## src/rtl/jtcps_cfg_mmr.sv

```systemverilog
// ============================================================================
// Module   : jtcps_cfg_mmr
// Function : CPS-B register file with per-game relocatable addresses,
//            shift-add multiplier and ID read-back.
// Revision : 1.0  initial release
// ============================================================================
`default_nettype none

module jtcps_cfg_mmr #(
  parameter int              NREG   = 8,
  parameter int              AW     = 5,
  parameter int              MULW   = 16,
  parameter logic [NREG-1:0] EVMASK = '0
)(
  input  logic               clk,
  input  logic               reg_rst,
  input  logic               cs,
  input  logic               rnw,
  input  logic [AW:1]        addr,
  input  logic [1:0]         dsn,
  input  logic [15:0]        din,
  output logic [15:0]        dout,
  input  logic               cfg_we,
  input  logic [7:0]         cfg_data,
  input  logic               cfg_rst,
  output logic               cfg_done,
  output logic [16*NREG-1:0] regs_out,
  output logic [NREG-1:0]    ev,
  output logic               mult_busy
);

  localparam int CFGLEN = NREG + 6;
  localparam int c_CW   = $clog2(CFGLEN + 1);
  localparam int c_NDEC = NREG + 5;            // decoded addresses (all but ID value)
  localparam int c_SW   = $clog2(c_NDEC + 1);
  localparam int c_MW   = $clog2(MULW);
  // priority-ordered select codes following the slots
  localparam logic [c_SW-1:0] c_SEL_ID = c_SW'(NREG);
  localparam logic [c_SW-1:0] c_SEL_M1 = c_SW'(NREG + 1);
  localparam logic [c_SW-1:0] c_SEL_M2 = c_SW'(NREG + 2);
  localparam logic [c_SW-1:0] c_SEL_R0 = c_SW'(NREG + 3);
  localparam logic [c_SW-1:0] c_SEL_R1 = c_SW'(NREG + 4);

  function automatic logic [AW-1:0] dec_addr(input logic [7:0] b);
    dec_addr = AW'(b >> 1);
  endfunction

  function automatic logic [15:0] lane_merge(input logic [15:0] old_v,
                                             input logic [15:0] new_v,
                                             input logic [1:0]  strb_n);
    lane_merge = {strb_n[1] ? old_v[15:8] : new_v[15:8],
                  strb_n[0] ? old_v[7:0]  : new_v[7:0]};
  endfunction

  // ---------------------------------------------------------------- config
  logic [7:0]      r_cfg [CFGLEN];
  logic            r_cfg_we_l;
  logic [c_CW-1:0] r_cfg_cnt;
  logic            w_cfg_edge;

  assign w_cfg_edge = cfg_we & ~r_cfg_we_l;
  assign cfg_done   = (r_cfg_cnt == c_CW'(CFGLEN));

  // Configuration survives reg_rst so a soft reset keeps the game mapping.
  always_ff @(posedge clk) begin
    if (w_cfg_edge) begin
      r_cfg[0] <= cfg_data;
      for (int k = 1; k < CFGLEN; k++) r_cfg[k] <= r_cfg[k-1];
    end
  end

  always_ff @(posedge clk or posedge reg_rst) begin
    if (reg_rst) begin
      r_cfg_we_l <= 1'b0;
      r_cfg_cnt  <= '0;
    end else begin
      r_cfg_we_l <= cfg_we;
      if (cfg_rst)
        r_cfg_cnt <= w_cfg_edge ? c_CW'(1) : '0;
      else if (w_cfg_edge && r_cfg_cnt != c_CW'(CFGLEN))
        r_cfg_cnt <= r_cfg_cnt + c_CW'(1);
    end
  end

  // ---------------------------------------------------------------- decode
  logic [c_NDEC-1:0] w_match;
  logic [c_NDEC-1:0] w_prio;
  logic              w_hit;
  logic [c_SW-1:0]   w_sel;

  for (genvar k = 0; k < c_NDEC; k++) begin : g_match
    assign w_match[k] = (addr == dec_addr(r_cfg[k])) && (dec_addr(r_cfg[k]) != '1);
  end

  // slots, ID, mult1, mult2, rslt0, rslt1 -- index 0 wins
  assign w_prio = {w_match[NREG+3:NREG], w_match[NREG+4], w_match[NREG-1:0]};

  always_comb begin
    w_hit = 1'b0;
    w_sel = '0;
    for (int i = c_NDEC - 1; i >= 0; i--) begin
      if (w_prio[i]) begin
        w_hit = 1'b1;
        w_sel = c_SW'(i);
      end
    end
  end

  // ---------------------------------------------------------------- bus
  logic             r_cs_l;
  logic [15:0]      r_regs [NREG];
  logic [15:0]      r_mult1, r_mult2;
  logic [15:0]      r_rslt0, r_rslt1;
  logic [15:0]      r_dout;
  logic [NREG-1:0]  r_pend, r_ev;
  logic             w_access, w_wr;
  logic [15:0]      w_rdata;
  logic [15:0]      w_new_m1, w_new_m2;
  logic             w_mul_start;
  logic [NREG-1:0]  w_evset;
  logic [7:0]       w_id;

  assign w_access = cs & ~r_cs_l;
  assign w_wr     = w_access & ~rnw & w_hit;
  assign w_id     = r_cfg[NREG+5];

  always_comb begin
    w_rdata = 16'hffff;
    if (w_hit) begin
      for (int k = 0; k < NREG; k++)
        if (w_sel == c_SW'(k)) w_rdata = r_regs[k];
      case (w_sel)
        c_SEL_ID: w_rdata = {4'd0, w_id[7:4], 4'd0, w_id[3:0]};
        c_SEL_M1: w_rdata = r_mult1;
        c_SEL_M2: w_rdata = r_mult2;
        c_SEL_R0: w_rdata = r_rslt0;
        c_SEL_R1: w_rdata = r_rslt1;
        default:  ;
      endcase
    end
  end

  always_comb begin
    w_new_m1    = r_mult1;
    w_new_m2    = r_mult2;
    w_mul_start = 1'b0;
    w_evset     = '0;
    if (w_wr) begin
      if (w_sel == c_SEL_M1) begin
        w_new_m1    = lane_merge(r_mult1, din, dsn);
        w_mul_start = 1'b1;
      end
      if (w_sel == c_SEL_M2) begin
        w_new_m2    = lane_merge(r_mult2, din, dsn);
        w_mul_start = 1'b1;
      end
      for (int k = 0; k < NREG; k++)
        if (w_sel == c_SW'(k)) w_evset[k] = EVMASK[k];
    end
  end

  always_ff @(posedge clk or posedge reg_rst) begin
    if (reg_rst) begin
      r_cs_l  <= 1'b0;
      r_mult1 <= '0;
      r_mult2 <= '0;
      r_dout  <= 16'hffff;
      r_pend  <= '0;
      r_ev    <= '0;
      for (int k = 0; k < NREG; k++) r_regs[k] <= 16'hffff;
    end else begin
      r_cs_l  <= cs;
      r_mult1 <= w_new_m1;
      r_mult2 <= w_new_m2;
      if (w_access && rnw) r_dout <= w_rdata;
      for (int k = 0; k < NREG; k++)
        if (w_wr && w_sel == c_SW'(k)) r_regs[k] <= lane_merge(r_regs[k], din, dsn);
      // events wait for the bus to release so held cycles collapse into one pulse
      r_ev   <= cs ? '0 : r_pend;
      r_pend <= cs ? (r_pend | w_evset) : '0;
    end
  end

  assign dout = r_dout;
  assign ev   = r_ev;

  for (genvar k = 0; k < NREG; k++) begin : g_out
    assign regs_out[16*k +: 16] = r_regs[k];
  end

  // ---------------------------------------------------------------- multiplier
  logic                r_busy;
  logic [c_MW-1:0]     r_cnt;
  logic [2*MULW-1:0]   r_acc, r_mcand;
  logic [MULW-1:0]     r_mplier;
  logic [2*MULW-1:0]   w_acc_nx;
  logic [31:0]         w_prod;

  assign w_acc_nx  = r_acc + (r_mplier[0] ? r_mcand : '0);
  assign w_prod    = 32'(w_acc_nx);
  assign mult_busy = r_busy;

  always_ff @(posedge clk or posedge reg_rst) begin
    if (reg_rst) begin
      r_busy   <= 1'b0;
      r_cnt    <= '0;
      r_acc    <= '0;
      r_mcand  <= '0;
      r_mplier <= '0;
      r_rslt0  <= '0;
      r_rslt1  <= '0;
    end else if (w_mul_start) begin
      r_busy   <= 1'b1;
      r_cnt    <= '0;
      r_acc    <= '0;
      r_mcand  <= {{MULW{1'b0}}, w_new_m1[MULW-1:0]};
      r_mplier <= w_new_m2[MULW-1:0];
    end else if (r_busy) begin
      r_acc    <= w_acc_nx;
      r_mcand  <= r_mcand << 1;
      r_mplier <= r_mplier >> 1;
      r_cnt    <= r_cnt + c_MW'(1);
      if (r_cnt == c_MW'(MULW - 1)) begin
        r_busy  <= 1'b0;
        r_rslt0 <= w_prod[15:0];
        r_rslt1 <= w_prod[31:16];
      end
    end
  end

endmodule

`default_nettype wire
```

## config.mk

```make
export PLATFORM = sky130hd
export DESIGN_NAME = jtcps_cfg_mmr
export DESIGN_NICKNAME = d
export VERILOG_FILES = /design/src/rtl/jtcps_cfg_mmr.sv
export SDC_FILE = /design/constraint.sdc
export NUM_CORES = 1
export LEC_CHECK = 0
export CAP_MARGIN = 40
export CORE_MARGIN = 2
export CORE_UTILIZATION = 55
export DETAILED_ROUTE_END_ITERATION = 8
export GPL_TIMING_DRIVEN = 0
export PLACE_DENSITY = 0.73
export SYNTH_ARGS = -nofsm -noshare
export SYNTH_HDL_FRONTEND = slang
export SYNTH_SLANG_ARGS = --single-unit
```

## constraint.sdc

```tcl
create_clock -name clk -period 12.2 [get_ports clk]
set_input_delay 1.83 -clock clk [delete_from_list [all_inputs] [get_ports clk]]
set_output_delay 1.83 -clock clk [all_outputs]
set_load 0.05 [all_outputs]
```

==> results.cfg, run 1 <==
[global_route]
grt_util_met1_pct = 38.47
grt_pass1_vias = 14235
grt_pass1_wl_um = 82790
antenna_found_initial = 0
track_usage_pct = 28.33
top_usage_layer = met2
met3_usage_pct = 4.318
overflow = 0
use_met2_pct = 45.71
grt_max_degree = 130

[yosys]
synth_seq_area_share_pct = 54.89
ys.flop_type = dfrtp_1
synthAdderAreaFrac_pct = 2.218
muxShareOfSynthArea_pct = 14.70
synth_edf_count = 112
ys_types = 85
synthSimpleGateAreaFrac_pct = 11.59
yosysWarnings = 0
syn_area_per_cell_um2 = 12.06
synthCells = 1665
synth_top_family_by_area = multiplexers
synth-compound-area-share_pct = 9.942
synth-seq-cells = 411
syn_area_um2 = 20090
async_reset_ff_share_pct = 72.75
synth_xor_area_share_pct = 3.576

[timing]
fmax_mhz = 192.4
finalSetupViolCount = 0
final.period_utilization_pct = 42.60
whs_ns = 0.4178
max-slew-margin-rel_pct = 41.36
period_needed_ns = 5.197
fin_ws_ns = 7.003
finClkSkew_ns = 0.02238
maxSlewViolCount = 0
tightest_slew_ns = 0.8777
final-hold-violation-count = 0
grt_setup_unrepaired = no

[floorplanning]
initial_core_util_pct = 56.20
die_x_um = 195.1
core_area_um2 = 35740
fp.dieH_um = 195.1
ios = 191
die_area_um2 = 38060
rows = 69

[finish]
fin_area_um2 = 23740
final_layout_size_suffix_gt1_share_pct = 24.82
finalNetCount = 1958
final_cell_mix = 162 x clkdlybuf4s50_1, 155 x dfrtp_1, 153 x nand2_1
layout_commonest_cell = clkdlybuf4s50_1
fillers = 2751
syn_to_final_growth_pct = 18.21

[worst_setup_path]
r2r_slack_ns = 8.04
critical_path_class = input port to flip-flop
start_kind = input port
arrival_ns = 5.68
worst-path-max-fanout = 10
ff2ff_path_depth = 13
end_kind = flip-flop
r2r_end = r_acc[29]$_DFFE_PP0P_
cp.required_ns = 12.68
r2r-start = r_mplier[0]$_DFFE_PP0P_

[worst_hold_path]
worstHoldEndpoint = r_cfg[0][23]$_DFFE_PP_
hold_start = r_cfg[0][15]$_DFFE_PP_
min_delay_path_depth = 0
hold_class = flip-flop to flip-flop

[power]
p_leak_uw = 0.009598
ir_worst_vdd_mv = 0.1337
p_per_area_nw_per_um2 = 194.2
total_power_uw = 4611

[route]
wl_per_cell_um = 22.55
drc = 0
final_antenna_net_count = 0
firstDrtPassIters = 5
first_iter_violations = 1032
num_vias = 14161
drt_wl_total_um = 53680
avgViaCountPerCell = 5.950

[status]
status = complete, no violations

[placement]
dpl_cell_area_um2 = 22460
dp_slack_ns = 6.520
port_buffers = 162
gp_congestion = 0.9106
hpwl_um = 39890

[clock_tree]
postCtsSetupBuffers = 0
clkLatencyLatePin_ns = 0.56
postCtsHoldBufs = 0
cts_tree = built
clk_pin_slew_ns = 0.06
clkSinkCount = 411
cts_root_buffer = clkbuf_16
numCtsBuffers = 43
clock_path_buffers = 3
postCtsResizedCells = 0
h-tree-depth = 2

[job]
maxCapViolCount = 0
Yosys cell counts, types with 15 or more instances:
cell type  instances  area share, %
a211oi_1          15           0.56
a21o_1            38            1.4
a21oi_1           60            1.5
a221oi_1          18           0.78
and2_1            42            1.3
buf_2             32           0.80
buf_4             24           0.90
clkbuf_1          23           0.43
dfrtp_1          155             19
dfstp_2          144             19
edfxtp_1         112             17
ha_1              34            2.1
inv_1             22           0.41
mux2_2           130            7.3
mux2_4            16            1.2
mux2i_1          109            5.4
nand2_1          153            2.9
nor2_1           136            2.5
o21ai_0           54            1.3
xnor2_1           43            1.9
xor2_1            39            1.7
final cells by class:
| cell class | instances | area [um2] | share of cell area (%) |
|---|---|---|---|
| clock buffer | 63 | 1179 | 4.964 |
| antenna | 1 | 2.502 | 0.01054 |
| tap | 461 | 576.8 | 2.429 |
| sequential | 411 | 11030 | 46.44 |
| inverter | 23 | 93.84 | 0.3952 |
| multi-input combinational | 1142 | 8479 | 35.71 |
| clock inverter | 14 | 103.9 | 0.4374 |
| buffer | 96 | 528.0 | 2.224 |
| timing repair buffer | 169 | 1755 | 7.393 |
through the flow:
step / TNS [ns] / utilization, % / std cells
after floorplan: 0 / - / 1672
after global placement: -209.70 / 62.42 / 2295
after detailed placement: 0 / 62.84 / 2302
after CTS: 0 / 66.43 / 2379
after global routing: 0 / 66.43 / 2379
final: 0 / 66.43 / 2380
critical path, stage by stage:
cell and delay (ns):
clkdlybuf4s50_1 0.58, buf_2 0.23, or2_2 0.13, o21ai_0 0.11
a211oi_1 0.32, o211a_1 0.24, o311a_1 0.23, buf_2 0.31
buf_2 0.42, buf_2 0.40, mux2i_1 0.34, nand3_1 0.13
a31oi_1 0.30, nor3_1 0.10
cell families (layout without fill, tap and decap cells):
| logic type | count (synthesis) | in the layout |
|---|---|---|
| compound gates | 286 | 286 |
| fa+ha+maj | 35 | 35 |
| buf+inv | 119 | 365 |
| flops | 411 | 411 |
| xor+xnor | 82 | 82 |
| mux | 269 | 269 |
| simple gates | 462 | 462 |
| other cells | 1 | 9 |
state kept, by name (all words and copies together) (netlist names):
name	cells
dout	16
mult_busy	1
r_acc	32
r_cfg	112
r_cfg_cnt	4
r_cfg_we_l	1
r_cnt	4
r_cs_l	1
r_mcand	32
r_mplier	16
r_mult1	16
r_mult2	16
r_rslt0	16
r_rslt1	16
regs_out	128
how the worst max path moves through the flow:
stage                  from                   end  slack [ns]
global placement    reg_rst  r_cfg_we_l$_DFF_PP0_       -1.37
CTS                 addr[2]  dout[14]$_DFFE_PP1P_        7.09
global route        addr[2]  dout[14]$_DFFE_PP1P_        6.84
finish              addr[2]  dout[14]$_DFFE_PP1P_        7.00
floorplan           reg_rst   mult_busy$_DFF_PP0_        2.35
detailed placement  addr[2]  dout[14]$_DFFE_PP1P_        6.52
power breakdown:
group	internal (uW)	leakage, uW	switching, uW	total (uW)
clock network	692	0.000632	529	1220
logic	635	0.00469	999	1630
registers	1630	0.00428	128	1760
total	2960	0.00960	1660	4610
routing by layer:
| layer | vias up | share of wire [%] |
|---|---|---|
| li1 | 6426 | - |
| met1 | 7047 | 43 |
| met2 | 570 | 46 |
| met3 | 118 | 6.8 |
| met4 | 0 | 3.9 |
| met5 | - | 0 |
Power figures use the tool's default switching activity.
==> inputs of run 2 (changes only) <==
clock period = 5.2 ns   (was 12.2 ns; I/O delays follow)
==> results.cfg, run 2 (synthesis gave the netlist of run 1 again) <==
[status]
status = complete, no violations

[power]
clockPowerShare_pct = 27.8
p_int_uw = 7103
power_switching_share_pct = 35.47
p_leak_uw = 0.009717
total_power_uw = 11010
p_sw_uw = 3904
ir_worst_vdd_mv = 0.5478
power_frac_seq_pct = 37.5
combPwrFrac_pct = 34.7
p_per_area_nw_per_um2 = 458.5

[worst_setup_path]
start_kind = input port
critical_path_class = input port to flip-flop
worst-path-max-fanout = 10
crit_family = buffers and inverters
critPathBufInv = 5
cp_cell_sequence = clkdlybuf4s50_1 -> buf_2 -> or2_2 -> o21ai_0 -> a211oi_1 -> o211a_1 -> o311a_1 -> buf_2 -> buf_2 -> buf_2 -> mux2i_1 -> nand3_1 -> a31oi_1 -> nor3_1
cp.required_ns = 5.66
max_stage_delay_ns = 0.59
cpMostUsedCell = buf_2
end_kind = flip-flop
arrival_ns = 4.59
crit_path_top_delay_cell = clkdlybuf4s50_1

[finish]
largest_reg_flops = 128
final_core_util_pct = 67.16
syn_to_final_growth_pct = 19.51
final_cell_mix = 162 x clkdlybuf4s50_1, 155 x dfrtp_1, 153 x nand2_1
seq_area_um2 = 11030
num_antenna_cells = 0
finalNetCount = 1966
final_layout_size_suffix_gt1_share_pct = 25.51
fillers = 2659
multiInputGateArea_um2 = 8479
fin_area_um2 = 24000
layout_commonest_cell = clkdlybuf4s50_1

[route]
first_iter_violations = 1046
firstDrtPassIters = 5
avgViaCountPerCell = 5.937
drc = 0
drt_wl_total_um = 54020
final_antenna_net_count = 0
num_vias = 14190
wl_per_cell_um = 22.60

[clock_tree]
clkSinkCount = 411
clock_path_buffers = 3
clkLatencyLatePin_ns = 0.56
numCtsBuffers = 43
postCtsResizedCells = 0
clk_pin_slew_ns = 0.06
postCtsHoldBufs = 0
cts_root_buffer = clkbuf_16
h-tree-depth = 2
postCtsSetupBuffers = 0
cts_tree = built

[floorplanning]
fp.dieH_um = 195.1
rows = 69
die_area_um2 = 38060
ios = 191
die_x_um = 195.1
core_area_um2 = 35740
initial_core_util_pct = 56.20

[timing]
tightest_slew_ns = 0.8822
final.period_utilization_pct = 79.45
final-hold-violation-count = 0
fin_ws_ns = 1.069
fin_tns_setup_ns = 0
maxSlewViolCount = 0
finClkSkew_ns = 0.01995
grt_setup_unrepaired = no
period_needed_ns = 4.131
finalSetupViolCount = 0
fmax_mhz = 242.1
max-slew-margin-rel_pct = 41.06

[placement]
gp_congestion = 0.9365
dp_slack_ns = 0.4053
dpl_cell_area_um2 = 22580
port_buffers = 162
hpwl_um = 40770

[global_route]
antenna_found_initial = 0
grt_max_degree = 39
grt_util_met1_pct = 39.54
use_met2_pct = 45.89
met3_usage_pct = 5.009
top_usage_layer = met2
grt_pass1_vias = 14069
overflow = 0
grt_pass1_wl_um = 83920
track_usage_pct = 28.55

[job]
maxCapViolCount = 0

[worst_hold_path]
hold_class = flip-flop to flip-flop
run 2: cell type report:
class / count / area share, %
plain buffers: 96 / 2.200
clock inverters: 19 / 0.7089
multi-input cells: 1142 / 35.32
well taps: 461 / 2.403
flip-flops and latches: 411 / 45.93
clock buffers: 61 / 5.202
inverters: 23 / 0.3753
repair buffers: 177 / 7.855
run 2: worst paths after layout:
kind / startpoint / to / slack (ns) / depth (start not counted)
worst min-delay path: r_cfg[1][38]$_DFFE_PP_ / r_cfg[1][46]$_DFFE_PP_ / 0.42 / 0
worst min register to register: r_cfg[1][38]$_DFFE_PP_ / r_cfg[1][46]$_DFFE_PP_ / 0.42 / 0
max in group asynchronous: reg_rst / regs_out[96]$_DFFE_PP1P_ / 3.42 / 5
min in group asynchronous: reg_rst / regs_out[105]$_DFFE_PP1P_ / 0.99 / 2
worst max-delay path: addr[2] / dout[14]$_DFFE_PP1P_ / 1.07 / 14
worst max register to register: r_mplier[0]$_DFFE_PP0P_ / r_rslt1[14]$_DFFE_PP0P_ / 1.10 / 15
run 2: power by group through the flow:
stage | Combinational (uW) | Sequential (uW) | Clock (uW)
finish | 3820 | 4130 | 3060
global route | 4160 | 4170 | 3230
CTS | 3780 | 4120 | 3110
detailed placement | 3760 | 4180 | 0
global placement | 3650 | 4170 | 0
floorplan | 2400 | 4500 | 0
run 2: per-layer routing:
metal	share of wire (%)	wire length, um
met5	0	0
met4	3.2	1721
met3	6.3	3406
met2	47	25250
met1	44	23640
run 2: worst register-to-register path: cells and delay by family (launching register included):
| kind | cells | cell delay [ns] |
|---|---|---|
| AO/OA/AOI/OAI | 7 | 1.92 |
| AND/OR/NAND/NOR | 3 | 0.43 |
| flip-flops | 1 | 0.50 |
| buffers and inverters | 2 | 0.38 |
| XOR/XNOR | 1 | 0.34 |
| adder cells (fa/ha/maj) | 2 | 0.42 |
run 2: stage by stage:
stage	hold slack [ns]	std cells
global route	0.4199	2390
global placement	0.4009	2295
finish	0.4152	2390
CTS	0.4186	2389
floorplan	0.4003	1672
detailed placement	0.4045	2309
==> inputs of run 3 (changes only) <==
CORE_UTILIZATION = 52   (was 55)
PLACE_DENSITY = 0.72   (was 0.73)
clock period = 3.4 ns   (was 5.2 ns; I/O delays follow)
==> results.cfg, run 3 (synthesis gave the netlist of run 1 again) <==
[status]
status = complete, no violations

[power]
ir_worst_vdd_mv = 0.3764
p_per_area_nw_per_um2 = 703.5
p_leak_uw = 0.009974

[timing]
maxSlewViolCount = 0
tightest_slew_ns = 0.8844
fmax_mhz = 295.4
grt_setup_unrepaired = yes
final.period_utilization_pct = 99.56
finClkSkew_ns = 0.02397
final-hold-violation-count = 0
period_needed_ns = 3.385
max-slew-margin-rel_pct = 41.04
finalSetupViolCount = 0

[finish]
largest_reg_flops = 128
final_core_util_pct = 65.66
fillers = 2861
final_layout_size_suffix_gt1_share_pct = 30.03
final_cell_mix = 161 x clkdlybuf4s50_1, 154 x dfrtp_1, 148 x nand2_1
finalNonFillerCells = 2466
layout_commonest_cell = clkdlybuf4s50_1
num_antenna_cells = 0
fin_area_um2 = 24850
syn_to_final_growth_pct = 23.72
finalNetCount = 1992

[worst_setup_path]
ff2ff_path_depth = 16
end_kind = flip-flop
max_stage_delay_ns = 0.52
cpMostUsedCell = a21oi_2
crit_path_top_delay_cell = dfrtp_2
critical_path_class = flip-flop to flip-flop
cp_cell_sequence = buf_8 -> and2_1 -> ha_2 -> inv_2 -> fa_2 -> nor2b_2 -> o31ai_2 -> buf_4 -> a21oi_2 -> a2111o_1 -> nand2_2 -> o211ai_1 -> a31o_2 -> a21oi_2 -> xor2_2 -> o22ai_1
path_depth = 16
cp.required_ns = 3.85
start_kind = flip-flop
arrival_ns = 3.84
crit_family = compound AO/OA/AOI/OAI gates
worst-path-max-fanout = 7
critPathBufInv = 3

[clock_tree]
cts_root_buffer = clkbuf_16
cts_tree = built
h-tree-depth = 2
clock_path_buffers = 3
clk_pin_slew_ns = 0.06
clkSinkCount = 411
numCtsBuffers = 44
clkLatencyLatePin_ns = 0.58

[floorplanning]
die_x_um = 200.5
rows = 71
ios = 191
die_area_um2 = 40210
core_area_um2 = 37840
fp.dieH_um = 200.5
initial_core_util_pct = 53.07

[global_route]
track_usage_pct = 27.41
antenna_found_initial = 0
grt_pass1_vias = 14732
grt_max_degree = 40
grt_pass1_wl_um = 85720
overflow = 0

[worst_hold_path]
hold_class = input port to flip-flop
min_delay_path_depth = 3

[route]
avgViaCountPerCell = 5.848
wl_per_cell_um = 22.73
drc = 0
first_iter_violations = 1041
drt_wl_total_um = 56060
final_antenna_net_count = 0
num_vias = 14421
firstDrtPassIters = 7

[placement]
hpwl_um = 41290
gp_congestion = 0.9137
port_buffers = 162
placedCellCount = 2359
dpl_cell_area_um2 = 22670

[job]
maxCapViolCount = 0
run 3: routing by layer:
| layer | vias up | global-route usage, % | share of wire (%) |
|---|---|---|---|
| li1 | 6474 | - | - |
| met1 | 7254 | 36.36 | 42 |
| met2 | 562 | 45.39 | 48 |
| met3 | 131 | 4.708 | 6.4 |
| met4 | 0 | 10.24 | 3.5 |
| met5 | - | 0 | 0 |
run 3: per-stage QoR:
stage          TNS (ns)  worst slack, ns  power, uW  hold slack, ns
6_report              0          0.01501      17480          0.2213
5_1_grt         -0.5649          -0.1065      18340          0.2304
2_1_floorplan   -149.65          -0.9655      10550          0.4003
3_5_place_dp    -196.28           -1.000      12080          0.4045
3_3_place_gp    -933.58           -3.111      11870          0.4009
4_1_cts        -0.08398         -0.04315      17100          0.2129
run 3: path summary, 6_finish.rpt:
| path | startpoint | end | slack [ns] |
|---|---|---|---|
| max | r_mplier[0]$_DFFE_PP0P_ | r_acc[30]$_DFFE_PP0P_ | 0.02 |
| min | din[6] | regs_out[22]$_DFFE_PP1P_ | 0.22 |
| max reg2reg | r_mplier[0]$_DFFE_PP0P_ | r_acc[30]$_DFFE_PP0P_ | 0.02 |
| min reg2reg | r_cfg[1][30]$_DFFE_PP_ | r_cfg[1][38]$_DFFE_PP_ | 0.40 |
| max in group asynchronous | reg_rst | r_cfg_we_l$_DFF_PP0_ | 1.73 |
| min in group asynchronous | reg_rst | regs_out[10]$_DFFE_PP1P_ | 0.83 |
run 3: where the power goes:
group	switching [uW]	internal [uW]
Clock	2000	2710
Sequential	483	5840
Combinational	3740	2700
run 3: cell type report:
type | instances | area, um2 | share of cell area [%]
Multi-Input combinational cell | 1142 | 8901 | 35.82
Inverter | 23 | 90.09 | 0.3625
Clock buffer | 62 | 1281 | 5.156
Sequential cell | 411 | 11030 | 44.38
Clock inverter | 19 | 142.6 | 0.5740
Buffer | 94 | 614.3 | 2.472
Tap cell | 511 | 639.4 | 2.573
Timing Repair Buffer | 204 | 2153 | 8.666
run 3: repair_timing:
item | 4_1_cts | 5_1_grt
endpoints found under the setup margin | 224 | 243
pin swaps | 9 | 20
resized for setup | 70 | 63
cloned | 1 | 1
hold buffers | 0 | 0
setup buffers | 9 | 16
run 3: worst reg2reg max path, delay by kind of cell, from the launching register on:
family,cells,cell delay (ns)
AO/OA/AOI/OAI,7,1.41
flip-flops,1,0.52
buffers and inverters,3,0.41
adder cells (fa/ha/maj),2,0.39
AND/OR/NAND/NOR,3,0.32
XOR/XNOR,1,0.23
